## src/rtl/ps2_pkg.sv

```systemverilog
// Shared constants, decode states and frame check for the PS/2 keyboard path.
package ps2_pkg;

  localparam logic [7:0] BREAK_PFX = 8'hF0;
  localparam logic [7:0] EXT_PFX   = 8'hE0;
  localparam logic [7:0] LSHIFT    = 8'h12;
  localparam logic [7:0] RSHIFT    = 8'h59;
  localparam logic [7:0] CTRL      = 8'h14;

  localparam int FRAME_LEN = 11;

  // Distance between lowercase and uppercase ASCII letters.
  localparam logic [7:0] ASCII_CASE_OFS = 8'h20;

  typedef enum logic [1:0] {
    IDLE,
    BREAK,
    EXT,
    EXT_BREAK
  } dec_state_t;

  // start=0, stop=1, odd parity over data plus parity bit
  function automatic logic frame_ok(input logic [FRAME_LEN-1:0] f);
    return (f[0] == 1'b0) && (f[FRAME_LEN-1] == 1'b1) && (^f[FRAME_LEN-2:1] == 1'b1);
  endfunction

endpackage

```

## src/rtl/ps2_ascii_lut.sv

```systemverilog
// Scan-code set 2 to ASCII for letters and digits; shift selects uppercase,
// shifted digits and every other code map to 0. Purely combinational.
module ps2_ascii_lut
  import ps2_pkg::*;
(
  input  logic [7:0] scan,
  input  logic       shift,
  output logic [7:0] ascii
);

  logic [7:0] letter;
  logic [7:0] digit;

  always_comb begin
    letter = 8'h00;
    digit  = 8'h00;
    case (scan)
      8'h1C: letter = "a";
      8'h32: letter = "b";
      8'h21: letter = "c";
      8'h23: letter = "d";
      8'h24: letter = "e";
      8'h2B: letter = "f";
      8'h34: letter = "g";
      8'h33: letter = "h";
      8'h43: letter = "i";
      8'h3B: letter = "j";
      8'h42: letter = "k";
      8'h4B: letter = "l";
      8'h3A: letter = "m";
      8'h31: letter = "n";
      8'h44: letter = "o";
      8'h4D: letter = "p";
      8'h15: letter = "q";
      8'h2D: letter = "r";
      8'h1B: letter = "s";
      8'h2C: letter = "t";
      8'h3C: letter = "u";
      8'h2A: letter = "v";
      8'h1D: letter = "w";
      8'h22: letter = "x";
      8'h35: letter = "y";
      8'h1A: letter = "z";
      8'h45: digit  = "0";
      8'h16: digit  = "1";
      8'h1E: digit  = "2";
      8'h26: digit  = "3";
      8'h25: digit  = "4";
      8'h2E: digit  = "5";
      8'h36: digit  = "6";
      8'h3D: digit  = "7";
      8'h3E: digit  = "8";
      8'h46: digit  = "9";
      default: ;
    endcase
  end

  always_comb begin
    ascii = 8'h00;
    if (letter != 8'h00)
      ascii = shift ? (letter - ASCII_CASE_OFS) : letter;
    else if (!shift)
      ascii = digit;
  end

endmodule

```

## src/rtl/ps2_key_decoder.sv

```systemverilog
// PS/2 device-to-host receiver with frame validation, partial-frame timeout and
// make/break/modifier decode; outputs settle 2 clk after the stop-bit edge.
module ps2_key_decoder
  import ps2_pkg::*;
#(
  parameter int TIMEOUT_CYCLES = 50000,
  parameter int SYNC_STAGES    = 3
) (
  input  logic       clk,
  input  logic       rst,
  input  logic       ps2_clk,
  input  logic       ps2_data,
  output logic [7:0] scan_code,
  output logic [7:0] ascii_code,
  output logic [7:0] count,
  output logic       is_shift,
  output logic       is_ctrl,
  output logic       key_valid,
  output logic       frame_err
);

  localparam int TMO_W = $clog2(TIMEOUT_CYCLES);
  localparam logic [TMO_W-1:0] TMO_MAX = TMO_W'(TIMEOUT_CYCLES - 1);
  localparam logic [3:0] LAST_BIT = 4'(FRAME_LEN - 1);

  logic [SYNC_STAGES-1:0] clk_sync;
  logic [SYNC_STAGES-1:0] data_sync;
  logic                   clk_d;
  logic                   data_d;
  logic                   fall;

  // data_d is delayed alongside clk_d so it is the bit present at the edge
  always_ff @(posedge clk or posedge rst) begin
    if (rst) begin
      clk_sync  <= '1;
      data_sync <= '1;
      clk_d     <= 1'b1;
      data_d    <= 1'b1;
      fall      <= 1'b0;
    end else begin
      clk_sync  <= {clk_sync[SYNC_STAGES-2:0], ps2_clk};
      data_sync <= {data_sync[SYNC_STAGES-2:0], ps2_data};
      clk_d     <= clk_sync[SYNC_STAGES-1];
      data_d    <= data_sync[SYNC_STAGES-1];
      fall      <= clk_d & ~clk_sync[SYNC_STAGES-1];
    end
  end

  logic [FRAME_LEN-2:0] shreg;
  logic [FRAME_LEN-1:0] frame_next;
  logic [3:0]           bit_cnt;
  logic [TMO_W-1:0]     tmo_cnt;
  logic                 byte_vld;
  logic [7:0]           byte_dat;

  assign frame_next = {data_d, shreg};

  always_ff @(posedge clk or posedge rst) begin
    if (rst) begin
      shreg     <= '0;
      bit_cnt   <= '0;
      tmo_cnt   <= '0;
      byte_vld  <= 1'b0;
      byte_dat  <= '0;
      frame_err <= 1'b0;
    end else begin
      byte_vld  <= 1'b0;
      frame_err <= 1'b0;
      if (fall) begin
        tmo_cnt <= '0;
        shreg   <= frame_next[FRAME_LEN-1:1];
        if (bit_cnt == LAST_BIT) begin
          bit_cnt <= '0;
          if (frame_ok(frame_next)) begin
            byte_vld <= 1'b1;
            byte_dat <= frame_next[8:1];
          end else begin
            frame_err <= 1'b1;
          end
        end else begin
          bit_cnt <= bit_cnt + 4'd1;
        end
      end else if (bit_cnt != '0) begin
        // Saturate at the limit; the next falling edge restarts it.
        if (tmo_cnt == TMO_MAX)
          bit_cnt <= '0;
        else
          tmo_cnt <= tmo_cnt + 1'b1;
      end
    end
  end

  dec_state_t state, state_nxt;
  logic [7:0] scan_nxt;
  logic [7:0] count_nxt;
  logic       valid_nxt;
  logic       lshift, rshift, lctrl, rctrl;
  logic       lshift_nxt, rshift_nxt, lctrl_nxt, rctrl_nxt;

  always_ff @(posedge clk or posedge rst) begin
    if (rst) begin
      state     <= IDLE;
      scan_code <= '0;
      count     <= '0;
      key_valid <= 1'b0;
      lshift    <= 1'b0;
      rshift    <= 1'b0;
      lctrl     <= 1'b0;
      rctrl     <= 1'b0;
    end else begin
      state     <= state_nxt;
      scan_code <= scan_nxt;
      count     <= count_nxt;
      key_valid <= valid_nxt;
      lshift    <= lshift_nxt;
      rshift    <= rshift_nxt;
      lctrl     <= lctrl_nxt;
      rctrl     <= rctrl_nxt;
    end
  end

  always_comb begin
    state_nxt  = state;
    scan_nxt   = scan_code;
    count_nxt  = count;
    valid_nxt  = key_valid;
    lshift_nxt = lshift;
    rshift_nxt = rshift;
    lctrl_nxt  = lctrl;
    rctrl_nxt  = rctrl;
    if (byte_vld) begin
      case (state)
        IDLE: begin
          if (byte_dat == BREAK_PFX)    state_nxt  = BREAK;
          else if (byte_dat == EXT_PFX) state_nxt  = EXT;
          else if (byte_dat == LSHIFT)  lshift_nxt = 1'b1;
          else if (byte_dat == RSHIFT)  rshift_nxt = 1'b1;
          else if (byte_dat == CTRL)    lctrl_nxt  = 1'b1;
          else begin
            // typematic repeat of the held key must not count again
            if (!key_valid || byte_dat != scan_code) begin
              count_nxt = count + 8'd1;
              scan_nxt  = byte_dat;
            end
            valid_nxt = 1'b1;
          end
        end
        BREAK: begin
          if (byte_dat == LSHIFT)          lshift_nxt = 1'b0;
          else if (byte_dat == RSHIFT)     rshift_nxt = 1'b0;
          else if (byte_dat == CTRL)       lctrl_nxt  = 1'b0;
          else if (byte_dat == scan_code)  valid_nxt  = 1'b0;
          state_nxt = IDLE;
        end
        EXT: begin
          if (byte_dat == CTRL) rctrl_nxt = 1'b1;
          state_nxt = (byte_dat == BREAK_PFX) ? EXT_BREAK : IDLE;
        end
        EXT_BREAK: begin
          if (byte_dat == CTRL) rctrl_nxt = 1'b0;
          state_nxt = IDLE;
        end
        default: state_nxt = IDLE;
      endcase
    end
  end

  assign is_shift = lshift | rshift;
  assign is_ctrl  = lctrl | rctrl;

  logic [7:0] lut_ascii;

  ps2_ascii_lut u_lut (
    .scan  (scan_code),
    .shift (is_shift),
    .ascii (lut_ascii)
  );

  assign ascii_code = key_valid ? lut_ascii : 8'h00;

endmodule
```

## config.mk

```make
export PLATFORM = sky130hd
export DESIGN_NAME = ps2_key_decoder
export DESIGN_NICKNAME = d
export VERILOG_FILES = /design/src/rtl/ps2_pkg.sv /design/src/rtl/ps2_ascii_lut.sv /design/src/rtl/ps2_key_decoder.sv
export SDC_FILE = /design/constraint.sdc
export NUM_CORES = 1
export LEC_CHECK = 0
export CAP_MARGIN = 20
export CORE_MARGIN = 5
export CORE_UTILIZATION = 30
export CTS_BUF_LIST = sky130_fd_sc_hd__clkbuf_4 sky130_fd_sc_hd__clkbuf_8
export DETAILED_ROUTE_END_ITERATION = 7
export PLACE_DENSITY_LB_ADDON = 0.15
export SLEW_MARGIN = 20
export SYNTH_ARGS = -nofsm -noshare
export SYNTH_HDL_FRONTEND = slang
export SYNTH_SLANG_ARGS = --single-unit
```

## constraint.sdc

```tcl
create_clock -name clk -period 6.3 [get_ports clk]
set_clock_uncertainty 0.15 [all_clocks]
set_input_delay 1.26 -clock clk [delete_from_list [all_inputs] [get_ports clk]]
set_output_delay 1.26 -clock clk [all_outputs]
set_load 0.005 [all_outputs]
```

=== After elaboration in Yosys (flattened, before gate mapping) ===
Index checks and enable logic that the tools add are counted.

* Bits of input ports: 4
* Flip-flop bits (word level): 72
* Output and inout bits: 28
* Logic and storage cells: 178

* Multiplexer cells: 55
* Reduce and logical (&&, ||, !) cells: 23
* Equality and inequality tests: 67
* $add $sub $neg: 4
* Bitwise logic cells: 10

{| class="wikitable"
|+ Operator list
! operator !! number
|-
| one-hot mux 7 bit (26 select lines) || 1
|-
| == test 8 x 6 -> 1 bit (second input constant) || 22
|-
| == test 8 x 5 -> 1 bit (second input constant) || 9
|-
| == test 8 x 7 -> 1 bit (second input constant) || 8
|-
| one-hot mux 6 bit (10 select lines) || 1
|-
| two-way mux 16 bit || 3
|-
| != test 2 bit (second input constant) || 18
|-
| two-way mux 1 bit || 33
|-
| two-way mux 8 bit || 3
|-
| adder 16 x 1 -> 16 bit (second input constant) || 1
|-
| == test 16 bit (second input constant) || 1
|-
| == test 8 bit (second input constant) || 2
|-
| two-way mux 4 bit || 4
|-
| AND reduction 8 bit || 2
|-
| AND reduction 11 bit || 1
|-
| one-hot mux 1 bit (2 select lines) || 5
|-
| AND reduction 10 bit || 1
|-
| parity 9 bit || 1
|-
| adder 8 x 1 -> 8 bit (second input constant) || 1
|-
| == test 8 bit || 1
|-
| != test 8 bit || 1
|-
| nonzero test 2 bit || 4
|-
| nonzero test 8 bit || 1
|-
| subtractor 7 x 6 -> 8 bit (second input constant) || 1
|-
| 21 further kinds || 34
|}

=== Longest topological paths before layout ===
* Depth after elaboration: 7
* Mapped depth: 10

=== By module ===
From an unflattened synthesis, not the netlist that was laid out.

* Cells, all modules: 412
* Area total of the unflattened synthesis: 4385.5 µm²

{| class="wikitable"
|+ By module, submodules not included
! module !! instances !! sequential area each (µm²) !! area an instance (µm²) !! cells an instance
|-
| ps2_key_decoder || 1 || 1811.7 || 3462.1 || 287
|-
| ps2_ascii_lut || 1 || 0.0 || 923.4 || 125
|}

=== Least setup slack after synthesis ===
Ideal clock, no wire load.

* Path type: flip-flop to output port
* From: register scan_code[6]
* To: output ascii_code[5]
* Path slack: 2.563 ns
* Data arrival time: 2.327 ns
* Buffers on the path: 1
* Stages on the path, launching flop included: 10
* Cell sequence: dfrtp_1 > buf_6 > or3b_1 > or4_1 > and3_1 > nand4_1 > or2_1 > inv_2 > ha_1 > a2bb2oi_1

* Cells in the longest elaborated chain, start to end: 6

{| class="wikitable"
|+ RTL lines
! item !! line !! RTL
|-
| start, declared || ps2_key_decoder.sv:13 || <nowiki>output logic [7:0] scan_code,</nowiki>
|-
| start signal, assigned || ps2_key_decoder.sv:112 || <nowiki>scan_code <= scan_nxt;</nowiki>
|-
| == test 8 x 5 -> 1 bit (tied with other cells) || ps2_ascii_lut.sv:17 || <nowiki>case (scan)</nowiki>
|-
| one-hot mux 7 bit (26 select lines) || ps2_ascii_lut.sv:17 ||
|-
| subtractor 7 x 6 -> 8 bit || ps2_ascii_lut.sv:61 || <nowiki>ascii = shift ? (letter - ASCII_CASE_OFS) : letter;</nowiki>
|-
| two-way mux 8 bit || ps2_ascii_lut.sv:61 ||
|-
| two-way mux 8 bit * || ps2_ascii_lut.sv:60 || <nowiki>if (letter != 8'h00)</nowiki>
|-
| two-way mux 8 bit * || ps2_key_decoder.sv:179 || <nowiki>assign ascii_code = key_valid ? lut_ascii : 8'h00;</nowiki>
|-
| end, declared || ps2_key_decoder.sv:14 || <nowiki>output logic [7:0] ascii_code,</nowiki>
|}

Mark *: on every way between the ends. The rest lies on a longest branch, timed or not.

=== Worst setup path after layout ===
* From: register scan_code[4]
* To: output ascii_code[5]

Same word-level chain as after synthesis.

==> flow_metrics.tcl <==
set metrics [dict create \
    status "finished clean" \
    drive_gt1_frac 0.155 \
    synthCells 411 \
    cts_max_level 3 \
    cts_buffers 9 \
    overflow 0 \
    dp_hpwl_mm 6.27 \
    antenna_found_initial 0 \
    clkPwrFrac 0.336 \
    switching_share 0.284 \
    chipWidth_um 127 \
    path_max_fanout 22 \
    endpoint_kind "output pin" \
    synth_nets 422 \
    crit_required_ns 4.89 \
    grt_pass1_wl_mm 15.1 \
    peakVddDrop_uv 140 \
    power_leakage_uw 0.00203 \
    wl_per_cell_um 14.7 \
    p_int_uw 871 \
    async_flop_share 1.00 \
    finalMaxSlewViolations 0 \
    layout_setup_ws_ns 1.23 \
    synth.distinct_cells 66 \
    wl_mm 9.03 \
    hold_path.class "flop to flop" \
    fin_nets 444 \
    syn_area_um2 4130 \
    synth-seq-cells 72 \
    power.net_switching_uw 345 \
    gp_congestion 0.807 \
    drtAntennaViolNets 0 \
    antenna_cells 0 \
    ys.flop_type "dfrtp_1" \
    finalHoldViolations 0 \
    relSlewSlack 0.390 \
    cts-root-buf "clkbuf_8" \
    io_pins 32 \
    die_h_um 127 \
    powerDensity_nw_per_um2 253 \
    clockBufferDepth 2 \
    critPathLaunchType "flop" \
    grt_start_max_net_pins 73 \
    clk_pin_slew_ns 0.08 \
    dieArea_um2 16200 \
    grt_usage 0.114 \
    fin_crit_ns 5.07 \
    cts.sinks 72 \
    cp.arrival_ns 3.66 \
    cts-resized-gates 0 \
    clk_latency_ns 0.34 \
    crit_type "flop to output pin" \
    io_buffers 31 \
    start_util 0.308 \
    via_per_inst 5.10 \
    cts_hold_buffers 0 \
    first_global_vias 3032 \
    cts_tree "built" \
    dr.first_iter.drc_count 170 \
    register_area_um2 1810 \
    multi_input_area_um2 2160 \
    syn2layout_area_growth_pct 16.0 \
    synth.avg_cell_area_um2 10.1 \
    worst_pin_slew_ns 0.915 \
    dr.pass1.iters 4 \
    maxCapViolCount 0 \
    via_count 3129 \
    setup-violations-final 0 \
    post_cts_buffers 0 \
    rsz0062_at_grt "no" \
    finalCritPeriodShare 0.805 \
    fmax_mhz 197 \
    rows 42 \
    power_frac_comb 0.182 \
    fillers 1387 \
    synth_edf_count 0 \
    ys_seq_area_frac 0.438 \
    setup-tns-final_ns 0 \
    core_um2 13400 \
    dp_worst_setup_slack_ns 1.62 \
    yosysWarnings 0 \
    p_seq_frac 0.482 \
    drc 0 \
]
==> critical path: stages (launching register included) <==
cell and delay (ns):
dfrtp_1 0.79, nor4b_2 0.60, or4b_1 0.47, and3_1 0.17, nand4_1 0.12, or2_1 0.17
inv_2 0.06, ha_1 0.26, a2bb2oi_1 0.17, clkdlybuf4s50_1 0.52
==> state kept, by name, indices dropped and copies added, names as in the netlist <==
signal / cells
scan_code: 8
fall: 1
lshift: 1
state: 2
clk_sync: 3
data_sync: 3
count: 8
frame_err: 1
bit_cnt: 4
tmo_cnt: 16
clk_d: 1
byte_dat: 8
key_valid: 1
data_d: 1
lctrl: 1
shreg: 10
rshift: 1
rctrl: 1
byte_vld: 1
==> power groups by stage <==
| stage | registers [uW] | clock network (uW) | logic, uW |
|---|---|---|---|
| after floorplan | 576 | 0 | 192 |
| after global placement | 595 | 0 | 222 |
| after detailed placement | 595 | 0 | 224 |
| after CTS | 586 | 425 | 226 |
| after global routing | 597 | 447 | 254 |
| final | 586 | 409 | 221 |
==> path summary, 6_finish.rpt <==
path | start | end | slack [ns] | depth (start not counted)
worst max-delay path | scan_code[4] | ascii_code[5] | 1.23 | 9
worst min-delay path | data_sync[0] | data_sync[1] | 0.21 | 0
worst max register to register | scan_code[3] | scan_code[4] | 3.60 | 5
worst min register to register | data_sync[0] | data_sync[1] | 0.21 | 0
max in group asynchronous | rst | tmo_cnt[7] | 4.04 | 3
min in group asynchronous | rst | frame_err | 1.34 | 3
==> Yosys cell counts (9+ instances only) <==
| library cell | instances | area [um^2] |
|---|---|---|
| mux2_2 | 29 | 327 |
| xor2_1 | 16 | 140 |
| nand4_1 | 11 | 68.8 |
| nor2_1 | 23 | 86.3 |
| a21oi_1 | 15 | 75.1 |
| o21ai_0 | 25 | 125 |
| nor3_1 | 9 | 45.0 |
| nand2_1 | 27 | 101 |
| clkbuf_1 | 10 | 37.5 |
| inv_1 | 14 | 52.6 |
| xnor2_1 | 18 | 158 |
| nand2b_1 | 11 | 68.8 |
| dfrtp_1 | 64 | 1600 |
| nand3_1 | 12 | 60.1 |
==> logic make-up after synthesis <==
family          share of synthesized area
simple gates                        0.230
fa+ha+maj                          0.0212
compound gates                      0.112
mux                                0.0814
buf+inv                            0.0396
flops                               0.438
xor+xnor                           0.0775
==> per-layer routing <==
layer,up-vias,share of wire,track usage
met5,-,0,0
met4,0,0.034,0.0606
met3,20,0.039,0.0250
met2,64,0.46,0.178
met1,1508,0.47,0.147
li1,1537,-,-
==> layout by cell type, fill, tap and decap left out, types with 3 or more instances in the layout <==
master,n
inv_1,13
and4_1,3
dfrtp_1,64
or3_1,4
a21oi_1,15
nor2b_1,8
xor2_1,16
nor4_1,8
clkdlybuf4s50_1,31
nand4_1,11
nand2b_1,11
mux2_2,29
nor3_1,9
ha_1,7
or4b_2,3
xnor2_1,18
nor4bb_1,3
o22ai_1,3
nand3_1,12
o21ai_0,25
nand4b_1,3
and3_1,6
nand2_1,27
or4_1,3
a31oi_1,7
nor3b_1,5
dfstp_2,8
nand3b_1,3
clkbuf_8,9
nor2_1,23
==> area by class of cell <==
class                   instances  area share
inverters                      15      0.0117
multi-input cells             302       0.450
clock buffers                  10      0.0274
clock inverters                 6      0.0193
well taps                     176      0.0459
flip-flops and latches         72       0.378
repair buffers                 33      0.0678
==> per-stage QoR <==
step                utilization  cell area [um^2]  total power [uW]  std cells  hold WS, ns
floorplan                     -              4130               768        411        0.195
global placement          0.341              4570               817        598        0.195
detailed placement        0.341              4570               819        598        0.197
CTS                       0.358              4800              1240        614        0.209
global route              0.358              4800              1300        614        0.212
finish                    0.358              4800              1220        614        0.207
No activity file was read; power rests on OpenSTA's default activity.
